[config.mk]
export PLATFORM = sky130hd
export DESIGN_NAME = im2col_row_gather
export DESIGN_NICKNAME = d
export VERILOG_FILES = /design/src/rtl/funcPckg.sv /design/src/rtl/ramPckg.sv /design/src/rtl/im2ColPckg.sv /design/src/rtl/gather_fifo.sv /design/src/rtl/im2col_row_gather.sv
export SDC_FILE = /design/constraint.sdc
export NUM_CORES = 1
export LEC_CHECK = 0
export ABC_AREA = 0
export BUFFER_PORTS_ARGS = -buffer_cell sky130_fd_sc_hd__buf_2
export CAP_MARGIN = 20
export CORE_MARGIN = 8
export CORE_UTILIZATION = 45
export CTS_CLUSTER_DIAMETER = 50
export DETAILED_ROUTE_END_ITERATION = 10
export GPL_TIMING_DRIVEN = 0
export PLACE_DENSITY = 0.66
export SYNTH_ARGS = -nofsm -noshare
export SYNTH_HDL_FRONTEND = slang
export SYNTH_HIERARCHICAL = 1
export SYNTH_SLANG_ARGS = --single-unit
[constraint.sdc]
create_clock -name clk -period 4 [get_ports clk]
set_input_delay 0.2 -clock clk [delete_from_list [all_inputs] [get_ports clk]]
set_output_delay 0.2 -clock clk [all_outputs]
set_load 0.01 [all_outputs]
[src/rtl/funcPckg.sv]
// Shared elaboration-time helpers.
package funcPckg;

    // Number of bits needed to hold the value n (at least 1).
    function automatic int log2(input int n);
        int r;
        r = 1;
        for (int i = 1; i < 31; i++) begin
            if ((n >> i) != 0) begin
                r = i + 1;
            end
        end
        return r;
    endfunction

endpackage

[src/rtl/ramPckg.sv]
// Tile RAM geometry shared by the im2col address generator and its read side.
package ramPckg;

    localparam int cNumOfRam = 8;
    localparam int cRamDepth = 16;

endpackage

[src/rtl/im2ColPckg.sv]
// im2col beat formats, gather output format and lane helpers.
package im2ColPckg;

    import funcPckg::*;
    import ramPckg::*;

    localparam int cMaxKerWidth = 4;
    localparam int cDataWidth   = 8;
    localparam int cBankW       = log2(cNumOfRam - 1);
    localparam int cRowW        = log2(cRamDepth - 1);

    typedef struct packed {
        logic [cMaxKerWidth-1:0][cBankW-1:0] xAddr;
        logic [cRowW-1:0]                    yAddr;
        logic [cMaxKerWidth-1:0]             dv;
        logic                                done;
    } tIm2ColOut;

    typedef struct packed {
        logic [cMaxKerWidth-1:0][cDataWidth-1:0] data;
        logic [cMaxKerWidth-1:0]                 mask;
        logic                                    last;
    } tGatherOut;

    typedef enum logic [1:0] {idle, run, drain} tIm2ColGatherState;

    // The generator fills dv from the MSB down; bit i of the result is lane i.
    function automatic logic [cMaxKerWidth-1:0] laneValid(input logic [cMaxKerWidth-1:0] dv);
        logic [cMaxKerWidth-1:0] m;
        for (int i = 0; i < cMaxKerWidth; i++) begin
            m[i] = dv[cMaxKerWidth-1-i];
        end
        return m;
    endfunction

endpackage

[src/rtl/gather_fifo.sv]
// Synchronous FIFO of gathered kernel rows; write-to-read latency 1 cycle.
// No full protection: the upstream credit scheme guarantees room for every push.
module gather_fifo
    import im2ColPckg::*;
#(
    parameter int cDepth = 4,
    parameter int cCntW  = $clog2(cDepth + 1)
) (
    input  logic             clk,
    input  logic             rst,
    input  logic             wr_vld_i,
    input  tGatherOut        wr_dat_i,
    output logic             rd_vld_o,
    output tGatherOut        rd_dat_o,
    input  logic             rd_rdy_i,
    output logic [cCntW-1:0] count_o
);

    localparam int cPtrW = (cDepth > 1) ? $clog2(cDepth) : 1;

    tGatherOut        mem_q [cDepth];
    logic [cPtrW-1:0] wr_ptr_q;
    logic [cPtrW-1:0] rd_ptr_q;
    logic [cCntW-1:0] count_q;
    logic             pop;

    assign pop      = rd_rdy_i && (count_q != '0);
    assign rd_vld_o = (count_q != '0);
    assign rd_dat_o = rd_vld_o ? mem_q[rd_ptr_q] : '0;
    assign count_o  = count_q;

    always_ff @(posedge clk) begin
        if (wr_vld_i) begin
            mem_q[wr_ptr_q] <= wr_dat_i;
        end
    end

    always_ff @(posedge clk or posedge rst) begin
        if (rst) begin
            wr_ptr_q <= '0;
            rd_ptr_q <= '0;
            count_q  <= '0;
        end else begin
            if (wr_vld_i) begin
                wr_ptr_q <= (wr_ptr_q == cPtrW'(cDepth - 1)) ? '0 : wr_ptr_q + 1'b1;
            end
            if (pop) begin
                rd_ptr_q <= (rd_ptr_q == cPtrW'(cDepth - 1)) ? '0 : rd_ptr_q + 1'b1;
            end
            count_q <= count_q + cCntW'(wr_vld_i) - cCntW'(pop);
        end
    end

endmodule

[src/rtl/im2col_row_gather.sv]
// Turns im2col bank-address beats into per-lane tile RAM reads and packed kernel rows.
// Accept-to-output latency 3 cycles; addrReady is a registered credit of cFifoDepth beats.
module im2col_row_gather
    import ramPckg::*;
    import im2ColPckg::*;
#(
    parameter int cFifoDepth = 4,
    parameter int cRdLatency = 1
) (
    input  logic                                 clk,
    input  logic                                 rst,
    input  tIm2ColOut                            addrIn,
    output logic                                 addrReady,
    output logic [cNumOfRam-1:0]                 ramRdEn,
    output logic [cNumOfRam-1:0][cRowW-1:0]      ramRdAddr,
    input  logic [cNumOfRam-1:0][cDataWidth-1:0] ramRdData,
    output tGatherOut                            dataOut,
    output logic                                 dataOutValid,
    input  logic                                 dataOutReady,
    output logic                                 busy,
    output logic                                 addrErr
);

    localparam int cCntW  = $clog2(cFifoDepth + 1);
    localparam int cUsedW = cCntW + 1;

    if (cRdLatency != 1) begin : g_bad_latency
        $error("im2col_row_gather supports only cRdLatency == 1");
    end

    tIm2ColGatherState state_q, state_d;
    logic addr_rdy_q, addr_rdy_d;
    logic err_q, err_d;
    logic [cNumOfRam-1:0] rd_en_q, rd_en_d;
    logic [cNumOfRam-1:0][cRowW-1:0] rd_addr_q, rd_addr_d;

    logic s1_vld_q, s1_vld_d, s1_last_q, s1_last_d;
    logic [cMaxKerWidth-1:0][cBankW-1:0] s1_x_q, s1_x_d;
    logic [cMaxKerWidth-1:0] s1_mask_q, s1_mask_d;
    logic s2_vld_q, s2_last_q;
    logic [cMaxKerWidth-1:0][cBankW-1:0] s2_x_q;
    logic [cMaxKerWidth-1:0] s2_mask_q;

    logic accept, pop;
    logic [cMaxKerWidth-1:0] lanes;
    logic [cCntW-1:0] fifo_cnt;
    logic [cUsedW-1:0] used_d;
    tGatherOut push_dat;

    assign pop          = dataOutValid && dataOutReady;
    assign addrReady    = addr_rdy_q;
    assign ramRdEn      = rd_en_q;
    assign ramRdAddr    = rd_addr_q;
    assign busy         = (state_q != idle);
    assign addrErr      = err_q;

    // Accept stage: decode lanes into bank reads; out-of-range banks are dropped and flagged.
    always_comb begin
        accept    = addr_rdy_q && ((addrIn.dv != '0) || addrIn.done);
        lanes     = laneValid(addrIn.dv);
        rd_en_d   = '0;
        rd_addr_d = rd_addr_q;
        err_d     = err_q;
        s1_mask_d = '0;
        s1_vld_d  = accept;
        s1_x_d    = addrIn.xAddr;
        s1_last_d = addrIn.done;
        if (accept) begin
            for (int i = 0; i < cMaxKerWidth; i++) begin
                if (lanes[i]) begin
                    if (int'(addrIn.xAddr[i]) < cNumOfRam) begin
                        s1_mask_d[i]                = 1'b1;
                        rd_en_d[addrIn.xAddr[i]]    = 1'b1;
                        rd_addr_d[addrIn.xAddr[i]]  = addrIn.yAddr;
                    end else begin
                        err_d = 1'b1;
                    end
                end
            end
        end
    end

    always_comb begin
        push_dat      = '0;
        push_dat.mask = s2_mask_q;
        push_dat.last = s2_last_q;
        for (int i = 0; i < cMaxKerWidth; i++) begin
            if (s2_mask_q[i]) begin
                push_dat.data[i] = ramRdData[s2_x_q[i]];
            end
        end
    end

    always_comb begin
        state_d = state_q;
        case (state_q)
            idle:    if (accept) state_d = addrIn.done ? drain : run;
            run:     if (accept && addrIn.done) state_d = drain;
            drain:   if (pop && dataOut.last) state_d = idle;
            default: state_d = idle;
        endcase
    end

    // Credit looks at next-cycle occupancy, so a pop only frees room one cycle later.
    always_comb begin
        used_d = cUsedW'(fifo_cnt) + cUsedW'(s2_vld_q) - cUsedW'(pop)
               + cUsedW'(s1_vld_d) + cUsedW'(s1_vld_q);
        addr_rdy_d = (state_d != drain) && (used_d < cUsedW'(cFifoDepth));
    end

    always_ff @(posedge clk or posedge rst) begin
        if (rst) begin
            state_q    <= idle;
            addr_rdy_q <= 1'b0;
            err_q      <= 1'b0;
            rd_en_q    <= '0;
            rd_addr_q  <= '0;
            s1_vld_q   <= 1'b0;
            s1_x_q     <= '0;
            s1_mask_q  <= '0;
            s1_last_q  <= 1'b0;
            s2_vld_q   <= 1'b0;
            s2_x_q     <= '0;
            s2_mask_q  <= '0;
            s2_last_q  <= 1'b0;
        end else begin
            state_q    <= state_d;
            addr_rdy_q <= addr_rdy_d;
            err_q      <= err_d;
            rd_en_q    <= rd_en_d;
            rd_addr_q  <= rd_addr_d;
            s1_vld_q   <= s1_vld_d;
            s1_x_q     <= s1_x_d;
            s1_mask_q  <= s1_mask_d;
            s1_last_q  <= s1_last_d;
            s2_vld_q   <= s1_vld_q;
            s2_x_q     <= s1_x_q;
            s2_mask_q  <= s1_mask_q;
            s2_last_q  <= s1_last_q;
        end
    end

    gather_fifo #(
        .cDepth (cFifoDepth),
        .cCntW  (cCntW)
    ) u_fifo (
        .clk      (clk),
        .rst      (rst),
        .wr_vld_i (s2_vld_q),
        .wr_dat_i (push_dat),
        .rd_vld_o (dataOutValid),
        .rd_dat_o (dataOut),
        .rd_rdy_i (dataOutReady),
        .count_o  (fifo_cnt)
    );

endmodule

Word level (Yosys, flattened, before mapping) --
Memories as Yosys holds them, arrays and structs flattened. Cells that the tools add are included. Widths: inputs -> output; s select.
Operators by class: $lt $le $gt $ge 13, reduce and logical (&&, ||, !) cells 14, bitwise gates (word level) 3, eq/ne operators 5, add/subtract/negate cells 8, muxes and demuxes 62
Operators by type and width (count):
- $mux 32 | 7
- $bwmux 32 | 4
- $mux 8 | 16
- $bmux 8 s3 | 4
- $demux 4 s3 | 4
- $mux 37 | 1
- $lt 3x4->1 const B | 8
- $or 8x8->8 | 3
- $mux 4 | 5
- $demux 1 s3 | 4
- $ge 3x1->1 const B | 4
- $mux 2 | 6
- $mux 1 | 10
- $logic_and 1x1->1 | 9
- $add 4x1->4 | 2
- $eq 2x2->1 const B | 3
- $pmux 2 s3 | 1
- $add 2x1->2 const B | 2
- $add 3x1->4 | 1
- $lt 4x3->1 const B | 1
- $reduce_bool 4->1 | 1
- $sub 4x1->4 | 1
- $add 3x1->3 | 1
- $reduce_bool 3->1 | 1
- other kinds (6) | 6
Storage, ports and cells: memories kept 1, input port bits 88, RAM bits 148, logic and storage cells 134, output and inout port bits 81, register bits 86
Memories:
- u_fifo.mem_q | depth 4, bits a word 37, read ports 1, clocked after memory_dff 0, wr ports 1, line gather_fifo.sv:21 | tGatherOut mem_q [cDepth];

Logic depth before layout (Yosys ltp) --
word-level depth 15, mapped depth 12, mapped depth without buffers 11

By module --
Netlist, hierarchy kept.
Modules (own cells, without submodules):
- gather_fifo | area an instance 5998.3 um^2, cells an instance 272, instances 1
- im2col_row_gather | area an instance 5016.1 um^2, cells an instance 353, instances 1

Worst setup path before layout --
No wires, ideal clock.
path type flip-flop to flip-flop, start point register u_fifo.count_q[1] (netlist: u_fifo/count_o[1]), end point register addr_rdy_q (netlist: addrReady), cell stages (with the launch flop) 12, library setup time 0.125 ns, slack 1.155 ns, arrival time 2.720 ns, path buffers 1, cells stage by stage dfrtp_1 -> or3_1 -> clkbuf_1 -> and2_1 -> ha_1 -> xnor2_1 -> ha_1 -> o21bai_1 -> ha_1 -> a31o_2 -> a311oi_1 -> nor2_1
Between the ends: word-level cells in the longest chain between the ends 7, elaborated cells on any way between the ends 13, those cells by class 4 x add/sub; 1 x order compare; 1 x eq/ne; 3 x mux; 4 x reduce/logical
RTL lines:
- start, declared | line gather_fifo.sv:24 | logic [cCntW-1:0] count_q;
- start signal, assigned | line gather_fifo.sv:50 | count_q <= count_q + cCntW'(wr_vld_i) - cCntW'(pop);
- $reduce_bool 3->1 (*) | line gather_fifo.sv:28 | assign rd_vld_o = (count_q != '0);
- via dataOutValid | line im2col_row_gather.sv:18 | output logic dataOutValid,
- $logic_and 1x1->1 / $mux 37 (equally long branches) | line im2col_row_gather.sv:50, gather_fifo.sv:29
- $sub 4x1->4 / $logic_and 1x1->1 (equally long branches) | line im2col_row_gather.sv:106, im2col_row_gather.sv:99
- $add 4x1->4 / $mux 2 (equally long branches) | line im2col_row_gather.sv:107, im2col_row_gather.sv:99
- $add 4x1->4 / $pmux 2 s3 (equally long branches) | line im2col_row_gather.sv:107, im2col_row_gather.sv:96
- $lt 4x3->1 / $ne 2x2->1 (equally long branches) | line im2col_row_gather.sv:108 | addr_rdy_d = (state_d != drain) && (used_d < cUsedW'(cFifoDepth));
- $logic_and 1x1->1 (*) | line im2col_row_gather.sv:108
- via addr_rdy_d | line im2col_row_gather.sv:32 | logic addr_rdy_q, addr_rdy_d;
- end signal, assigned | line im2col_row_gather.sv:128 | addr_rdy_q <= addr_rdy_d;
- end, declared | line im2col_row_gather.sv:32
Mark *: on every way through the listed nets, which the timed path passes. The rest lies on a longest branch. A chain may end at the register's enable or synchronous reset.

Worst setup path after layout --
start point register u_fifo.count_q[1] (netlist: u_fifo/count_o[1]), end point register addr_rdy_q (netlist: addrReady)
Between the ends: word-level cells in the longest chain between the ends 7, elaborated cells on any way between the ends 13, those cells by class 4 x add/sub; 1 x order compare; 1 x eq/ne; 3 x mux; 4 x reduce/logical
RTL lines (line):
- branches (longest 6 deep; another with $add 3x1->4)
- $logic_and 1x1->1 (*) | im2col_row_gather.sv:108
- via addr_rdy_d | im2col_row_gather.sv:32
Mark *: on every way through the listed nets, which the timed path passes.

==> out/metrics.yaml <==
place:
  hpwl_mm: 20.7
  gp_congestion: 0.887
  post-place-ws_ns: 0.797
  io_buffers: 167
cts:
  cts-root-buf: "clkbuf_16"
  cts_resized: 0
  cts_inserted_buffers: 25
  path_clk_slew_ns: 0.06
  clock_latency_ns: 0.51
  h-tree-depth: 1
  cts_tree: "yes"
  clockBufferDepth: 3
  clkSinkCount: 234
  cts_setup_buffers: 0
synth:
  yosys_warnings: 6
  synthMuxAreaShare: 0.270
  synth_compound_area_frac: 0.0253
  synthAdderAreaFrac: 0.0166
  syn_area_sq_um: 11000
  synth-edff-count: 148
  async_reset_ff_frac: 0.368
  synth.area.top_cells: "edfxtp_1 (40%), mux4_2 (21%), dfrtp_1 (20%), mux2_2 (3.5%), mux2i_1 (2.9%)"
  synthCells: 625
  synth_top_area_cell: "edfxtp_1"
  ys.flop_type: "edfxtp_1"
  synthSimpleGateAreaFrac: 0.0632
  synth_cell_types: 42
  synthXorXnorAreaFrac: 0.00239
  netlist.area_leader.share: 0.403
  synth_top_family_by_area: "multiplexers"
  syn_area_per_cell_sq_um: 17.6
  ys_seq_elements: 234
  syn-num-nets: 727
  ys_seq_area_frac: 0.599
detailed_routing:
  dr.pass1.iters: 5
  wl_per_cell_um: 24.0
  dr.first_iter.drc_count: 453
  ant_nets: 0
  vias_per_cell: 5.69
  drt_wl_total_mm: 28.4
  route.detailed.drc: 0
  num_vias: 6740
grt:
  grt_max_degree: 80
  grt_pass1_vias: 7450
  grt_first_pass_wirelength_mm: 43.3
  antenna_found_initial: 4
  grt.total_usage: 0.194
  grt_overflow: 0
cells_and_area:
  multi_input_area_sq_um: 4170
  ff_latch_area_sq_um: 6600
  drive_gt1_frac: 0.435
  fin_nets: 944
  final_cell_mix: "buf_2 (178), edfxtp_1 (148), mux4_2 (101), dfrtp_1 (86), and2_1 (45)"
  syn2layout_area_growth_pct: 21.3
  utilization: 0.553
  layout_commonest_cell: "buf_2"
  fillers: 1901
critical_path:
  critPathRequiredTime_ns: 4.44
  critPathMaxStageDelay_ns: 0.44
  critPathArrivalTime_ns: 3.64
  path_cells: "or3_1 > clkbuf_1 > and2_1 > ha_1 > xnor2_1 > ha_1 > o21bai_1 > ha_1 > a31o_2 > nor4_1 > a311oi_1 > nor2_1"
  critPathMaxFanout: 12
  slowest_stage: "dfrtp_1"
  cp-start-kind: "flip-flop"
  worst_setup_path_end_kind: "flip-flop"
  critical_path_class: "flip-flop to flip-flop"
  crit_top_cell: "ha_1"
pwr:
  p_total_mw: 8.43
  p_per_area_nw_per_um2: 631
  peakVddDrop_mv: 0.466
  leakage_nw: 5.27
timing:
  layout_min_cycle_time_ns: 3.20
  hold_viol: 0
  fin_skew_ns: 0.0120
  slew_headroom: 0.420
  finalSetupViolCount: 0
  setup_tns_ns: 0
  rsz0062_at_grt: "no"
  whs_ns: 0.0761
  setup_ws_ns: 0.802
  fin_crit_sh: 0.799
  drv_slew: 0
  worst_pin_slew_ns: 0.870
  fmax_mhz: 313
run_status:
  outcome: "finished clean"
die:
  fp.dieArea_sq_um: 29700
  start_util: 0.456
  die_x_um: 172
  die_height_um: 172
  pin_count: 169
  rows: 57
  coreArea_sq_um: 24200
run:
  maxCapViolCount: 0
hold_path:
  min_path_type: "primary input to flip-flop"
==> state kept, by name (all words and copies together), names as in the netlist, 2 cells and up <==
register / flops
u_fifo/mem_q: 148
ramRdAddr: 32
s1_x_q: 12
s2_x_q: 12
ramRdEn: 8
s1_mask_q: 4
s2_mask_q: 4
u_fifo/count_o: 3
state_q: 2
u_fifo/rd_ptr_q: 2
u_fifo/wr_ptr_q: 2
==> metal layers <==
| metal | share of wire | track usage | wire (um) |
|---|---|---|---|
| met2 | 0.50 | 0.328 | 14200 |
| met4 | 0.038 | 0.0750 | 1090 |
| met1 | 0.38 | 0.238 | 10700 |
| met3 | 0.083 | 0.0466 | 2370 |
| met5 | 0.0012 | 0 | 35 |
==> synthesized netlist by cell type (all sizes together), types with 2 or more instances <==
library cell,count
clkbuf,11
nand2b,4
inv,23
xnor2,3
mux4,101
o21ai,8
o32ai,6
ha,13
nor2,6
dfrtp,86
a32oi,6
mux2,34
nand2,10
and2,49
a32o,2
edfxtp,148
mux2i,32
a31oi,2
buf,22
nor2b,40
a21oi,4
==> path summary, 6_finish.rpt <==
check,start,end,slack [ns],cells after the start
max,u_fifo/count_o[1],addrReady,0.80,12
min,addrIn[6],ramRdAddr[9],0.08,2
max reg2reg,u_fifo/count_o[1],addrReady,0.80,12
min reg2reg,s1_x_q[8],s2_x_q[8],0.34,0
max in group asynchronous,rst,s2_x_q[6],3.34,4
min in group asynchronous,rst,u_fifo/wr_ptr_q[1],0.21,3
==> stage by stage <==
| stage | std cells | cell area, sq um |
|---|---|---|
| floorplan | 625 | 11000 |
| global placement | 1116 | 12300 |
| detailed placement | 1121 | 12400 |
| CTS | 1183 | 13400 |
| global route | 1184 | 13400 |
| finish | 1184 | 13400 |
==> report_power, final <==
group | internal, mW | switching (mW) | total (mW)
combinational | 1.41 | 1.51 | 2.91
clock | 1.29 | 0.887 | 2.18
sequential | 3.10 | 0.236 | 3.33
==> logic make-up after synthesis <==
| family | Yosys count |
|---|---|
| DFF | 234 |
| muxes | 167 |
| adders and majority gates | 14 |
| buffers and inverters | 56 |
| xor gates and xnor gates | 3 |
| and+or+nand+nor | 116 |
| other | 1 |
| AOI/OAI and AO/OA | 34 |
==> area by class of cell <==
cell class | count | area share
Antenna cell | 1 | 0.000187
Buffer | 33 | 0.0123
Clock buffer | 37 | 0.0532
Clock inverter | 7 | 0.00506
Inverter | 23 | 0.00684
Multi-Input combinational cell | 335 | 0.312
Sequential cell | 234 | 0.494
Tap cell | 324 | 0.0303
Timing Repair Buffer | 190 | 0.0863
==> worst max-delay path, delay by kind of cell (launching register included) <==
family                   cells  cell delay (ns)
AND/OR/NAND/NOR              4             1.00
XOR/XNOR                     1             0.15
flip-flops                   1             0.44
AO/OA/AOI/OAI                3             0.47
buffers and inverters        1             0.28
adder cells (fa/ha/maj)      3             0.78
==> timing repair <==
item / CTS / global route
hold buffers: 18 / 0
hold endpoints to repair: 105 / 0
endpoints found under the setup margin: 0 / 0
Note: power is estimated with default switching activity, not from simulation.
